--- src/rtl/uart_pixel_cmd.sv ---
// UART pixel command decoder: parses 8-byte SYNC/X/Y/COLOR/CHK frames from a byte
// stream and issues one framebuffer write per valid frame over a valid/ready handshake.
module uart_pixel_cmd #(
    parameter int unsigned H_RES          = 640,
    parameter int unsigned V_RES          = 480,
    parameter int unsigned TIMEOUT_CYCLES = 100000
) (
    input  logic        clk,
    input  logic        rst,
    input  logic [7:0]  byte_data,
    input  logic        data_valid,
    output logic        wr_valid,
    input  logic        wr_ready,
    output logic [9:0]  wr_x,
    output logic [8:0]  wr_y,
    output logic [11:0] wr_color,
    output logic [7:0]  err_cnt,
    output logic [1:0]  last_err
);

    localparam int unsigned TW = $clog2(TIMEOUT_CYCLES + 1);

    localparam logic [7:0] SYNC_BYTE = 8'hA5;

    localparam logic [1:0] ERR_CHK   = 2'd1;
    localparam logic [1:0] ERR_RANGE = 2'd2;
    localparam logic [1:0] ERR_OVR   = 2'd3;

    localparam logic [3:0] ST_HUNT  = 4'd0;
    localparam logic [3:0] ST_XH    = 4'd1;
    localparam logic [3:0] ST_XL    = 4'd2;
    localparam logic [3:0] ST_YH    = 4'd3;
    localparam logic [3:0] ST_YL    = 4'd4;
    localparam logic [3:0] ST_CH    = 4'd5;
    localparam logic [3:0] ST_CL    = 4'd6;
    localparam logic [3:0] ST_CHK   = 4'd7;
    localparam logic [3:0] ST_ISSUE = 4'd8;

    logic [3:0]    state;
    logic [3:0]    state_nxt;
    logic          dv_q;
    logic [15:0]   x_q;
    logic [15:0]   y_q;
    logic [11:0]   c_q;
    logic [7:0]    chk_q;
    logic [TW-1:0] to_cnt;

    logic       accept_c;
    logic       in_frame_c;
    logic       timeout_c;
    logic       range_ok_c;
    logic       err_c;
    logic [1:0] err_code_c;
    logic       load_c;
    logic       clr_wr_c;

    // Rising edge of data_valid marks a new byte, so long strobes count once.
    assign accept_c   = data_valid && !dv_q;
    assign in_frame_c = (state >= ST_XH) && (state <= ST_CHK);
    assign timeout_c  = in_frame_c && !accept_c && (to_cnt == TW'(TIMEOUT_CYCLES - 1));
    assign range_ok_c = (32'(x_q) < H_RES) && (32'(y_q) < V_RES);

    // State register
    always_ff @(posedge clk) begin
        if (rst) begin
            state <= ST_HUNT;
        end else begin
            state <= state_nxt;
        end
    end

    // Next-state and control decode
    always_comb begin
        state_nxt  = state;
        err_c      = 1'b0;
        err_code_c = 2'd0;
        load_c     = 1'b0;
        clr_wr_c   = 1'b0;
        case (state)
            ST_HUNT: begin
                if (accept_c && byte_data == SYNC_BYTE) begin
                    state_nxt = ST_XH;
                end
            end
            ST_XH, ST_XL, ST_YH, ST_YL, ST_CH, ST_CL: begin
                if (accept_c) begin
                    state_nxt = state + 4'd1;
                end else if (timeout_c) begin
                    state_nxt  = ST_HUNT;
                    err_c      = 1'b1;
                    err_code_c = ERR_OVR;
                end
            end
            ST_CHK: begin
                if (accept_c) begin
                    state_nxt = ST_HUNT;
                    if (byte_data != chk_q) begin
                        err_c      = 1'b1;
                        err_code_c = ERR_CHK;
                    end else if (!range_ok_c) begin
                        err_c      = 1'b1;
                        err_code_c = ERR_RANGE;
                    end else begin
                        state_nxt = ST_ISSUE;
                        load_c    = 1'b1;
                    end
                end else if (timeout_c) begin
                    state_nxt  = ST_HUNT;
                    err_c      = 1'b1;
                    err_code_c = ERR_OVR;
                end
            end
            ST_ISSUE: begin
                // A byte arriving with the handshake belongs to the next frame.
                if (wr_valid && wr_ready) begin
                    clr_wr_c  = 1'b1;
                    state_nxt = (accept_c && byte_data == SYNC_BYTE) ? ST_XH : ST_HUNT;
                end else if (accept_c) begin
                    err_c      = 1'b1;
                    err_code_c = ERR_OVR;
                end
            end
            default: begin
                state_nxt = ST_HUNT;
            end
        endcase
    end

    // Frame capture, running checksum and inter-byte timer
    always_ff @(posedge clk) begin
        if (rst) begin
            dv_q   <= 1'b0;
            x_q    <= 16'd0;
            y_q    <= 16'd0;
            c_q    <= 12'd0;
            chk_q  <= 8'd0;
            to_cnt <= '0;
        end else begin
            dv_q <= data_valid;
            if (accept_c) begin
                case (state)
                    ST_XH: begin
                        x_q[15:8] <= byte_data;
                        chk_q     <= byte_data;
                    end
                    ST_XL: begin
                        x_q[7:0] <= byte_data;
                        chk_q    <= chk_q ^ byte_data;
                    end
                    ST_YH: begin
                        y_q[15:8] <= byte_data;
                        chk_q     <= chk_q ^ byte_data;
                    end
                    ST_YL: begin
                        y_q[7:0] <= byte_data;
                        chk_q    <= chk_q ^ byte_data;
                    end
                    ST_CH: begin
                        c_q[11:8] <= byte_data[3:0];
                        chk_q     <= chk_q ^ byte_data;
                    end
                    ST_CL: begin
                        c_q[7:0] <= byte_data;
                        chk_q    <= chk_q ^ byte_data;
                    end
                    default: begin
                    end
                endcase
            end
            if (accept_c || !in_frame_c) begin
                to_cnt <= '0;
            end else begin
                to_cnt <= to_cnt + TW'(1);
            end
        end
    end

    // Write request outputs and error reporting
    always_ff @(posedge clk) begin
        if (rst) begin
            wr_valid <= 1'b0;
            wr_x     <= 10'd0;
            wr_y     <= 9'd0;
            wr_color <= 12'd0;
            err_cnt  <= 8'd0;
            last_err <= 2'd0;
        end else begin
            if (load_c) begin
                wr_valid <= 1'b1;
                wr_x     <= x_q[9:0];
                wr_y     <= y_q[8:0];
                wr_color <= c_q;
            end else if (clr_wr_c) begin
                wr_valid <= 1'b0;
            end
            if (err_c) begin
                last_err <= err_code_c;
                if (err_cnt != 8'hFF) begin
                    err_cnt <= err_cnt + 8'd1;
                end
            end
        end
    end

endmodule

--- config.mk ---
export PLATFORM = sky130hd
export DESIGN_NAME = uart_pixel_cmd
export DESIGN_NICKNAME = d
export VERILOG_FILES = /design/src/rtl/uart_pixel_cmd.sv
export SDC_FILE = /design/constraint.sdc
export NUM_CORES = 1
export LEC_CHECK = 0
export CORE_MARGIN = 2
export CORE_UTILIZATION = 55
export DETAILED_ROUTE_END_ITERATION = 8
export DONT_BUFFER_PORTS = 1
export PLACE_DENSITY = 0.77
export RECOVER_POWER = 25
export SLEW_MARGIN = 20
export SYNTH_ARGS = -nofsm -noshare
export SYNTH_HDL_FRONTEND = slang
export SYNTH_SLANG_ARGS = --single-unit
--- constraint.sdc ---
create_clock -name clk -period 6.67 [get_ports clk]
set_input_delay 1.6675 -clock clk [delete_from_list [all_inputs] [get_ports clk]]
set_output_delay 1.6675 -clock clk [all_outputs]
set_load 0.03 [all_outputs]
# Yosys cells after proc, flatten, opt, wreduce, memory -nomap -nowiden

Index checks and enable logic that the tools add are counted.

Logic and storage cells: 98
Bits in registers: 116
Input bits: 12

Magnitude comparators: 4
Add/subtract/negate cells: 3
Eq/ne operators: 14
Bitwise gates (word level): 1
Reductions and logical operators: 26
Mux-type cells: 34

Operators by type and width:

| operator                                                                | number |
|---|---|
| 4-bit 2-to-1 mux                                                        | 7 |
| 2-bit AND reduction                                                     | 9 |
| 17-bit by 1-bit adder with 17-bit output (second input constant)        | 1 |
| 17-bit == test (second input constant)                                  | 1 |
| 4-bit by 3-bit == test with 1-bit output (second input constant)        | 4 |
| 16-bit by 10-bit < comparator with 1-bit output (second input constant) | 1 |
| 16-bit by 9-bit < comparator with 1-bit output (second input constant)  | 1 |
| 1-bit 2-to-1 mux                                                        | 16 |
| 4-bit case mux with 4 select lines                                      | 1 |
| 8-bit case mux with 2 select lines                                      | 1 |
| 2-bit 2-to-1 mux                                                        | 7 |
| 8-bit by 1-bit adder with 8-bit output (second input constant)          | 1 |
| 4-bit by 2-bit == test with 1-bit output (second input constant)        | 2 |
| 8-bit == test (second input constant)                                   | 1 |
| 8-bit != test                                                           | 1 |
| 8-bit != test (second input constant)                                   | 1 |
| 8-bit bitwise XOR                                                       | 1 |
| 1-bit logical AND                                                       | 7 |
| 2-bit case mux with 3 select lines                                      | 1 |
| 6-bit OR reduction                                                      | 1 |
| 5-bit OR reduction                                                      | 1 |
| 4-bit by 1-bit adder with 4-bit output (second input constant)          | 1 |
| 4-bit by 1-bit == test with 1-bit output (second input constant)        | 1 |
| 4-bit == test (second input constant)                                   | 1 |
| 9 further kinds                                                         | 13 |

# Depth between registers and ports, before layout

Gate-level depths: netlist of the first run.

Word-level depth: 9
Gate-level depth with buffers: 11

# Worst setup path after synthesis of the first run

OpenSTA, ideal clock, no wires.

Path kind: input-to-reg
Start point: in byte_data[4]
End point: reg err_cnt[5]
Slack: 3.333 ns
Data required time: 6.549 ns
Arrival: 3.216 ns
Library setup time: 0.121 ns
Buffers on the path: 1
Stages: 8
Path through: buf_2 > xor2_1 > nor4_2 > and4_4 > a211oi_4 > o21ai_2 > nor2_1 > mux2_4

Cells in the longest elaborated chain, start to end: 5

RTL lines:

| what                               | line | RTL |
|---|---|---|
| start, declared                    | 10   | `input logic [7:0] byte_data,` |
| 8-bit != test                      | 97   | `if (byte_data != chk_q) begin` |
| 1-bit 2-to-1 mux                   | 97   |  |
| 1-bit 2-to-1 mux                   | 95   | `if (accept_c) begin` |
| 1-bit case mux with 3 select lines | 79   | `case (state)` |
| 2-bit AND reduction (no line)      | --   |  |
| end signal, assigned               | 199  | `err_cnt <= err_cnt + 8'd1;` |
| end, declared                      | 17   | `output logic [7:0] err_cnt,` |

No other way between the ends.
A chain may end at the register's enable or synchronous reset.

# Final worst setup path of the first run

Start point: in data_valid
End point: reg chk_q[5]

Cells in the longest elaborated chain, start to end: 2

RTL lines:

| what                          | line | RTL |
|---|---|---|
| start, declared               | 11   | `input logic data_valid,` |
| 1-bit logical AND             | 58   | `assign accept_c = data_valid && !dv_q;` |
| 2-bit AND reduction (no line) | --   |  |
| end signal, assigned          | 144  | `chk_q <= byte_data;` |
| end signal, assigned          | 148  | `chk_q <= chk_q ^ byte_data;` |
| end signal, assigned          | 152  | `chk_q <= chk_q ^ byte_data;` |
| end, declared                 | 45   | `logic [7:0] chk_q;` |

No other way between the ends.

==> flow_summary_export.csv, run 1 <==
group,metric,value,unit
cells_and_area,n_fill_cell,720,
yosys,seq_area_frac_synth,47.2,%
place,port-buffer-count,0,
grt,overflow,0,
place,place_inst,673,
yosys,ys_types,49,
grt,grt_pass1_wl,19000,um
clocking,ctsResizeCount,0,
place,post-place-ws,3.01,ns
yosys,synth_edf_count,0,
worst_setup_path,critPathMaxFanout,28,
floorplan,num_rows,34,
worst_setup_path,crit-reg2reg-launch,"state[1]",
worst_setup_path,r2r_setup_slack,3.71,ns
min_path,min_delay_path_depth,2,
detailed_routing,drc_errors,0,
worst_setup_path,reg2reg_depth,9,
cells_and_area,num-nets-final,603,
sta,period_share,52.8,%
worst_setup_path,r2r-end,"err_cnt[5]",
place,place_area,0.00487,mm2
sta,setup_violations,0,
floorplan,core_area,0.00868,mm2
worst_setup_path,end_kind,"flop",
sta,worst_pin_slew,1.14,ns
run,maxCapViolCount,0,
clocking,cts_setup_buffers,0,
detailed_routing,finalWirelength,11300,um
worst_setup_path,cp_num_buf_inv,1,
detailed_routing,ant_nets,0,
cells_and_area,drive_gt1_share,8.21,%
floorplan,die-area,0.00972,mm2
grt,grt_max_degree,103,
min_path,hp-start,"y_q[14]",
yosys,syn-cell-area,0.00492,mm2
yosys,synth_area_leaders,"dfxtp_1, nand2_1, a21oi_1, nand3_1, xor2_1",
clocking,hold_buffers,0,
yosys,ys_ff_latch,116,
clocking,clk_root_buffer_cell,"clkbuf_8",
clocking,clock_latency,0.53,ns
grt,grt_pass1_vias,4021,
outcome,status,"completed",
worst_setup_path,worstSetupPathType,"in2reg",
cells_and_area,n_antenna_cell,0,
sta,skew,0.0161,ns
sta,max_freq,0.284,GHz
worst_setup_path,crit_chain,"nand2b_1, nor3_2, clkbuf_1, nand4b_1, nand2_1, xnor2_1, nor2_1",
detailed_routing,vias_per_cell,5.87,
sta,fin_ws,3.15,ns
detailed_routing,first_iter_violations,328,
floorplan,initial_core_util,56.7,%
sta,tns,0,ns
place,place_congestion,0.921,
clocking,cts.clk_slew.worst_paths,0.06,ns
pwr,leakage,1.80,nW
clocking,cts_htree_levels,4,
sta,holdWs,0.453,ns
pwr,vdd_drop_max,198,uV
clocking,cts_buffer_depth,2,
worst_setup_path,arrival,3.94,ns
yosys,syn_area_per_cell,8.13,um2
worst_setup_path,cpLargestDelayFamily,"simple AND/OR/NAND/NOR gates",
yosys,synth_top_area_share,47.2,%
yosys,syn-instance-count,605,
sta,hold_viol,0,
yosys,synth-async-reset-ratio,0,%
cells_and_area,stdcell_area,0.00547,mm2
pwr,powerDensity,306,mW/mm2
min_path,holdCritPathClass,"reg2reg",
floorplan,die_w,98.6,um
worst_setup_path,slowest_delay,0.86,ns
place,dpl.hpwl,7010,um
cells_and_area,syn_to_final_growth,11.1,%
yosys,yosys_warnings,0,
worst_setup_path,required,7.08,ns
cells_and_area,layout.cells.non_filler,705,
sta,slew_violations,0,
clocking,tritoncts,"yes",
worst_setup_path,cpMaxStageDelayCell,"clkbuf_1",
clocking,clock-sinks,116,
detailed_routing,detail_route.wl_per_cell,16.0,um
clocking,cts_buffers,17,
detailed_routing,firstDrtPassIters,6,
sta,grt_setup_unrepaired,"no",
sta,period_needed,3.52,ns
grt,antenna_found_initial,0,
yosys,yosysTopAreaCell,"dfxtp_1",
yosys,synth.net_count,624,
grt,grt_usage,24.2,%
worst_setup_path,start_kind,"primary input",
min_path,min_to,"y_q[14]",
sta,maxSlewHeadroom,24.1,%
floorplan,io_pins,54,
floorplan,die_h,98.6,um
detailed_routing,via_count,4138,
yosys,ys.flop_type,"dfxtp_1",
[worst max-delay path by stage]
stage                  from         end  cells past startpoint
6_report         data_valid    chk_q[5]                      7
5_1_grt          data_valid    chk_q[7]                      7
4_1_cts        byte_data[2]     wr_x[7]                      6
3_5_place_dp   byte_data[2]     wr_x[7]                      6
3_3_place_gp   byte_data[2]     wr_y[8]                      6
2_1_floorplan  byte_data[4]  err_cnt[5]                      8
[synth_stat cells (all sizes together), types with 5 or more instances]
library cell	count
nand2	142
dfxtp	116
a21oi	86
nand3	55
nor2	39
clkbuf	26
xor2	19
buf	17
o21ai	15
xnor2	10
nand4	8
ha	7
or3	7
and3	5
nor2b	5
nor4	5
[metal layers]
metal  wire, um  global-route usage [%]  share of wire, %
met5          0                       0                 0
met4        196                    9.17               1.7
met3        893                    7.38               7.9
met2       5460                    39.7                49
met1       4700                    30.2                42
[cells by family after synthesis]
kind of cell | Yosys count | share of synthesized area [%]
AND/OR/NAND/NOR | 288 | 27.5
flip-flops | 116 | 47.2
AO/OA/AOI/OAI | 115 | 13.2
buffers and inverters | 47 | 4.47
XOR/XNOR | 29 | 5.16
adder cells (fa/ha/maj) | 7 | 1.78
multiplexers | 3 | 0.712
[layout by cell type (no fill, tap or decap), types with 2 or more instances in the layout]
| cell | Yosys | routed |
|---|---|---|
| nor3b_1 | 2 | 2 |
| dfxtp_1 | 116 | 116 |
| and2_1 | 2 | 2 |
| clkinv_4 | 0 | 4 |
| nand4_1 | 8 | 8 |
| xor2_1 | 19 | 19 |
| a32oi_1 | 2 | 2 |
| nor2b_1 | 5 | 5 |
| inv_6 | 0 | 4 |
| a21oi_1 | 86 | 86 |
| nor3_1 | 2 | 2 |
| nand2b_1 | 4 | 4 |
| nand2_1 | 142 | 141 |
| inv_1 | 4 | 4 |
| xnor2_1 | 10 | 10 |
| ha_1 | 7 | 7 |
| and3_1 | 5 | 5 |
| bufinv_16 | 0 | 3 |
| mux2i_1 | 2 | 2 |
| inv_8 | 0 | 2 |
| buf_4 | 4 | 2 |
| nand3_1 | 54 | 54 |
| a31oi_1 | 3 | 3 |
| and4_1 | 3 | 3 |
| clkbuf_16 | 0 | 16 |
| nor2_1 | 37 | 37 |
| or3_1 | 7 | 7 |
| nor4_2 | 4 | 4 |
| o21ai_0 | 13 | 13 |
| o21ai_2 | 2 | 2 |
| nor2_2 | 2 | 2 |
[tightest hold or removal path, delay by kind of cell, from the launching register on]
kind               cells  cell delay [ns]
AOI/OAI and AO/OA      1             0.05
DFF                    1             0.31
and+or+nand+nor        1             0.05
[area by class of cell]
cell class	instances	area, um2	area share, %
multi-input cells	442	2370	43.3
flip-flops and latches	116	2320	42.5
clock buffers	17	414	7.57
clock inverters	15	195	3.57
well taps	108	135	2.47
repair buffers	3	18.8	0.343
inverters	4	15.0	0.275
[registers in the layout, summed over array words and instances (netlist names)]
name	cells
chk_q	8
dv_q	1
wr_x	10
y_q	16
to_cnt	17
x_q	16
wr_color	12
wr_valid	1
c_q	12
state	4
last_err	2
wr_y	9
err_cnt	8
[power by group]
group,leakage (nW),internal [mW],total [mW],switching (mW)
clock,0.298,0.580,0.933,0.353
sequential,0.934,0.697,0.700,0.00292
combinational,0.572,0.0135,0.0422,0.0286
total,1.80,1.29,1.67,0.384
[stage by stage]
stage	util (%)	power, mW
global route	63.0	1.71
finish	63.0	1.67
detailed placement	56.2	0.758
CTS	63.2	1.68
global placement	56.2	0.757
floorplan	-	0.765
Note: power is estimated with default switching activity, not from simulation.
==> inputs of run 2 (changes only) <==
--- a/config.mk
+++ b/config.mk
@@ -9,7 +9,7 @@
 export CORE_UTILIZATION = 55
 export DETAILED_ROUTE_END_ITERATION = 8
 export DONT_BUFFER_PORTS = 1
-export PLACE_DENSITY = 0.77
+export PLACE_DENSITY = 0.8
 export RECOVER_POWER = 25
 export SLEW_MARGIN = 20
 export SYNTH_ARGS = -nofsm -noshare
==> constraint.sdc (replaced) <==
create_clock -name clk -period 2.95 [get_ports clk]
set_input_delay 0.7375 -clock clk [delete_from_list [all_inputs] [get_ports clk]]
set_output_delay 0.7375 -clock clk [all_outputs]
set_load 0.03 [all_outputs]
==> flow_summary_export.csv, run 2 (synthesized netlist as in run 1, its figures left out) <==
group,metric,value,unit
outcome,status,"completed",
sta,worst_pin_slew,0.718,ns
sta,tns,0,ns
cells_and_area,num-nets-final,609,
sta,setup_violations,0,
floorplan,core_area,0.00868,mm2
grt,grt_pass1_vias,4098,
floorplan,num_rows,34,
cells_and_area,largest_register,"to_cnt",
clocking,clock_latency,0.52,ns
detailed_routing,detail_route.wl_per_cell,16.1,um
min_path,holdCritPathClass,"in2reg",
sta,grt_setup_unrepaired,"no",
grt,grt_usage,24.5,%
worst_setup_path,cpMaxStageDelayCell,"a31oi_1",
sta,slew_violations,0,
clocking,ctsResizeCount,0,
sta,holdWs,0.289,ns
cells_and_area,layout.cells.non_filler,711,
worst_setup_path,start_kind,"flop",
worst_setup_path,cp_num_buf_inv,2,
detailed_routing,finalWirelength,11500,um
grt,antenna_found_initial,0,
cells_and_area,stdcell_area,0.00551,mm2
pwr,leakage,1.82,nW
cells_and_area,n_antenna_cell,0,
cells_and_area,final_cell_mix,"nand2_1, dfxtp_1, a21oi_1",
cells_and_area,largest_reg_flops,17,
clocking,cts.clk_slew.worst_paths,0.06,ns
worst_setup_path,end_kind,"flop",
sta,skew,0.00629,ns
worst_setup_path,crit_chain,"inv_1, ha_1, buf_4, nor2_1, a31oi_1, nand4_1, o21ai_2, o21ai_2, nor2_1, mux2_4",
sta,hold_viol,0,
floorplan,die_w,98.6,um
worst_setup_path,critPathMaxFanout,16,
cells_and_area,largest_registers,"to_cnt x17, x_q x16, y_q x16",
place,place_area,0.00492,mm2
grt,grt_max_degree,103,
sta,max_freq,0.401,GHz
floorplan,die-area,0.00972,mm2
clocking,clk_root_buffer_cell,"clkbuf_8",
floorplan,io_pins,54,
place,place_congestion,0.937,
clocking,cts_buffer_depth,2,
clocking,tritoncts,"yes",
worst_setup_path,slowest_delay,0.40,ns
worst_setup_path,required,3.36,ns
sta,period_share,84.5,%
detailed_routing,firstDrtPassIters,6,
floorplan,initial_core_util,56.7,%
detailed_routing,via_count,4214,
cells_and_area,final_common_cell,"nand2_1",
detailed_routing,ant_nets,0,
clocking,clock-sinks,116,
grt,overflow,0,
detailed_routing,first_iter_violations,331,
worst_setup_path,cpLargestDelayFamily,"compound AO/OA/AOI/OAI gates",
clocking,cts_setup_buffers,0,
sta,period_needed,2.49,ns
detailed_routing,drc_errors,0,
pwr,vdd_drop_max,485,uV
cells_and_area,syn_to_final_growth,12.0,%
floorplan,die_h,98.6,um
cells_and_area,final_core_util,63.5,%
clocking,hold_buffers,0,
grt,grt_pass1_wl,19400,um
place,port-buffer-count,0,
run,maxCapViolCount,0,
clocking,cts_buffers,17,
place,place_inst,679,
worst_setup_path,worstSetupPathType,"reg2reg",
clocking,cts_htree_levels,4,
worst_setup_path,arrival,2.90,ns
pwr,powerDensity,678,mW/mm2
cells_and_area,drive_gt1_share,9.12,%
detailed_routing,vias_per_cell,5.93,
place,dpl.hpwl,7190,um
sta,maxSlewHeadroom,52.1,%
run 2: changes by cell type in the layout (fill, tap and decap cells not counted), moves of 2 or more:
cell / before / now
inv_6: 4 / 1
buf_4: 2 / 9
clkinvlp_4: 1 / 4
inv_8: 2 / 0
run 2: worst paths after layout:
check | endpoint | from | depth (start not counted) | slack (ns)
hold / removal | wr_valid | rst | 1 | 0.29
setup / recovery | err_cnt[5] | state[1] | 10 | 0.46
setup reg to reg | err_cnt[5] | state[1] | 10 | 0.46
hold reg to reg | c_q[1] | c_q[1] | 2 | 0.45
run 2: stage by stage:
step | worst slack, ns | power [mW]
after floorplan | 0.543 | 1.73
after global placement | 0.512 | 1.71
after detailed placement | 0.438 | 1.72
after CTS | 0.523 | 3.74
after global routing | 0.260 | 3.84
final | 0.458 | 3.73
run 2: worst register-to-register path: stages, from the launching register on:
cell and delay (ns):
dfxtp_1 0.37, inv_1 0.13, ha_1 0.19, buf_4 0.24, nor2_1 0.10, a31oi_1 0.40, nand4_1 0.16, o21ai_2 0.17
o21ai_2 0.15, nor2_1 0.16, mux2_4 0.30
run 2: metal layers:
layer,vias up,track usage [%],wire (um)
met1,1980,30.3,4750
li1,2020,-,-
met2,167,39.2,5500
met5,-,0,0
met3,47,7.30,839
met4,0,12.1,393
run 2: power breakdown:
group | internal, mW | switching [mW] | leakage, nW
clock | 1.29 | 0.755 | 0.280
sequential | 1.58 | 0.00722 | 0.934
combinational | 0.0357 | 0.0711 | 0.605
run 2: final cells by class:
type / instances / area (um2)
Fill cell: 702 / 3170
Multi-Input combinational cell: 442 / 2370
Sequential cell: 116 / 2320
Clock buffer: 17 / 414
Clock inverter: 15 / 183
Tap cell: 108 / 135
Timing Repair Buffer: 9 / 67.6
Inverter: 4 / 15.0
==> inputs of run 3 (changes only) <==
--- a/config.mk
+++ b/config.mk
@@ -9,7 +9,7 @@
 export CORE_UTILIZATION = 55
 export DETAILED_ROUTE_END_ITERATION = 8
 export DONT_BUFFER_PORTS = 1
-export PLACE_DENSITY = 0.8
+export PLACE_DENSITY = 0.77
 export RECOVER_POWER = 25
 export SLEW_MARGIN = 20
 export SYNTH_ARGS = -nofsm -noshare
==> constraint.sdc (replaced) <==
create_clock -name clk -period 2.49 [get_ports clk]
set_input_delay 0.6225 -clock clk [delete_from_list [all_inputs] [get_ports clk]]
set_output_delay 0.6225 -clock clk [all_outputs]
set_load 0.03 [all_outputs]
==> flow_summary_export.csv, run 3 (synthesized netlist as in run 1, its figures left out) <==
group,metric,value,unit
sta,maxSlewHeadroom,64.7,%
sta,grt_setup_unrepaired,"no",
worst_setup_path,end_kind,"flop",
cells_and_area,multi_input_comb_area,0.00238,mm2
grt,grt_usage,23.6,%
grt,grt_pass1_wl,18400,um
worst_setup_path,arrival,2.67,ns
min_path,min_delay_path_depth,1,
place,dpl.hpwl,7310,um
sta,period_needed,2.29,ns
detailed_routing,drc_errors,0,
floorplan,core_area,0.00868,mm2
cells_and_area,num-nets-final,613,
clocking,cts.clk_slew.worst_paths,0.05,ns
pwr,p_clk_share,54.9,%
worst_setup_path,start_kind,"flop",
cells_and_area,syn_to_final_growth,13.2,%
pwr,power_frac_seq,42.2,%
pwr,powerDensity,799,mW/mm2
cells_and_area,final_common_cell,"nand2_1",
worst_setup_path,r2r_setup_slack,0.20,ns
cells_and_area,n_antenna_cell,0,
grt,grt_pass1_vias,3929,
sta,max_freq,0.436,GHz
cells_and_area,final_cell_mix,"nand2_1, dfxtp_1, a21oi_1",
pwr,switching_share,20.3,%
detailed_routing,detail_route.wl_per_cell,15.6,um
floorplan,num_rows,34,
cells_and_area,drive_gt1_share,9.56,%
worst_setup_path,crit_start,"state[0]",
min_path,hp-start,"rst",
worst_setup_path,reg2reg_depth,9,
worst_setup_path,critPathMaxFanout,6,
detailed_routing,dr_wl_met3,761,um
run,maxCapViolCount,0,
clocking,clk_root_buffer_cell,"clkbuf_8",
sta,period_share,92.1,%
clocking,clock_latency,0.52,ns
sta,skew,0.00731,ns
pwr,p_int,3.54,mW
outcome,status,"completed",
pwr,leakage,1.85,nW
detailed_routing,top_layer,"met4",
clocking,cts_buffer_depth,2,
detailed_routing,firstDrtPassIters,5,
cells_and_area,largest_register,"to_cnt",
pwr,vdd_drop_max,509,uV
clocking,clock-sinks,116,
floorplan,die_w,98.6,um
pwr,power_switching,0.904,mW
floorplan,die_h,98.6,um
sta,hold_viol,0,
worst_setup_path,required,2.87,ns
cells_and_area,seqCellArea,0.00232,mm2
worst_setup_path,crit-reg2reg-launch,"state[0]",
detailed_routing,ant_nets,0,
grt,overflow,0,
detailed_routing,first_iter_violations,298,
min_path,min_to,"dv_q",
place,port-buffer-count,0,
detailed_routing,dr_wl_met2,5500,um
detailed_routing,finalWirelength,11200,um
pwr,power.total,4.45,mW
grt,grt_max_degree,103,
detailed_routing,wirelength_met1,4670,um
sta,worst_pin_slew,0.529,ns
floorplan,die-area,0.00972,mm2
floorplan,initial_core_util,56.7,%
min_path,holdCritPathClass,"in2reg",
cells_and_area,largest_reg_flops,17,
pwr,comb_power_share,3.0,%
worst_setup_path,r2r-end,"err_cnt[2]",
sta,slew_violations,0,
floorplan,io_pins,54,
cells_and_area,n_fill_cell,705,
clocking,tritoncts,"yes",
place,place_congestion,0.843,
sta,setup_violations,0,
worst_setup_path,worstSetupPathType,"reg2reg",
sta,tns,0,ns
grt,antenna_found_initial,0,
clocking,cts_buffers,17,
cells_and_area,largest_registers,"to_cnt x17, x_q x16, y_q x16",
detailed_routing,via_count,4130,
detailed_routing,vias_per_cell,5.78,
clocking,cts_htree_levels,4,
[run 3: cell types whose count changed in the layout (fill, tap and decap cells not counted), sizes merged]
| cell | delta |
|---|---|
| clkinvlp | -1 |
| buf | +4 |
| clkinv | -5 |
| inv | -1 |
| clkbuf | +7 |
[run 3: what timing repair did]
item                       CTS  global route
buffers inserted             0             0
hold buffers                 0             0
resized for setup            0             1
setup endpoints to repair    0             1
[run 3: through the flow]
step / instances / utilization, % / cell area [um2] / hold WS, ns / worst slack, ns
detailed placement: 683 / 57.2 / 4960 / 0.441 / 0.189
global route: 715 / 64.2 / 5570 / 0.174 / 0.0450
CTS: 715 / 64.1 / 5560 / 0.169 / 0.207
finish: 715 / 64.2 / 5570 / 0.177 / 0.197
floorplan: 605 / - / 4920 / 0.431 / 0.198
global placement: 683 / 57.2 / 4960 / 0.433 / 0.274
[run 3: final cells by class]
class | count | area share [%]
Multi-Input combinational cell | 442 | 42.8
Sequential cell | 116 | 41.7
Clock buffer | 24 | 8.63
Tap cell | 108 | 2.43
Clock inverter | 8 | 2.20
Timing Repair Buffer | 13 | 1.98
Inverter | 4 | 0.270
[run 3: how the worst max path moves through the flow]
stage / to / slack, ns
6_report: err_cnt[2] / 0.20
5_1_grt: err_cnt[2] / 0.05
3_3_place_gp: err_cnt[6] / 0.27
3_5_place_dp: err_cnt[2] / 0.19
4_1_cts: err_cnt[2] / 0.21
2_1_floorplan: err_cnt[5] / 0.20
[run 3: power by group through the flow]
stage / Clock, mW / Sequential, mW / Combinational [mW]
2_1_floorplan: 0 / 1.91 / 0.137
3_3_place_gp: 0 / 1.91 / 0.124
3_5_place_dp: 0 / 1.92 / 0.128
4_1_cts: 2.46 / 1.88 / 0.129
5_1_grt: 2.55 / 1.88 / 0.145
6_report: 2.44 / 1.88 / 0.132
[run 3: worst max-delay path, stage by stage (launching register included)]
cell	delay [ns]
dfxtp_1	0.38
inv_1	0.14
ha_1	0.25
a211oi_4	0.25
nand3_2	0.15
a211oi_4	0.37
o21ai_2	0.10
buf_4	0.15
o21ai_0	0.24
o41ai_1	0.13
[run 3: layer usage]
layer	track usage (%)	vias to the layer above
met5	0	-
met4	11.1	0
met3	6.67	25
met2	39.2	158
met1	28.2	1913
li1	-	2034
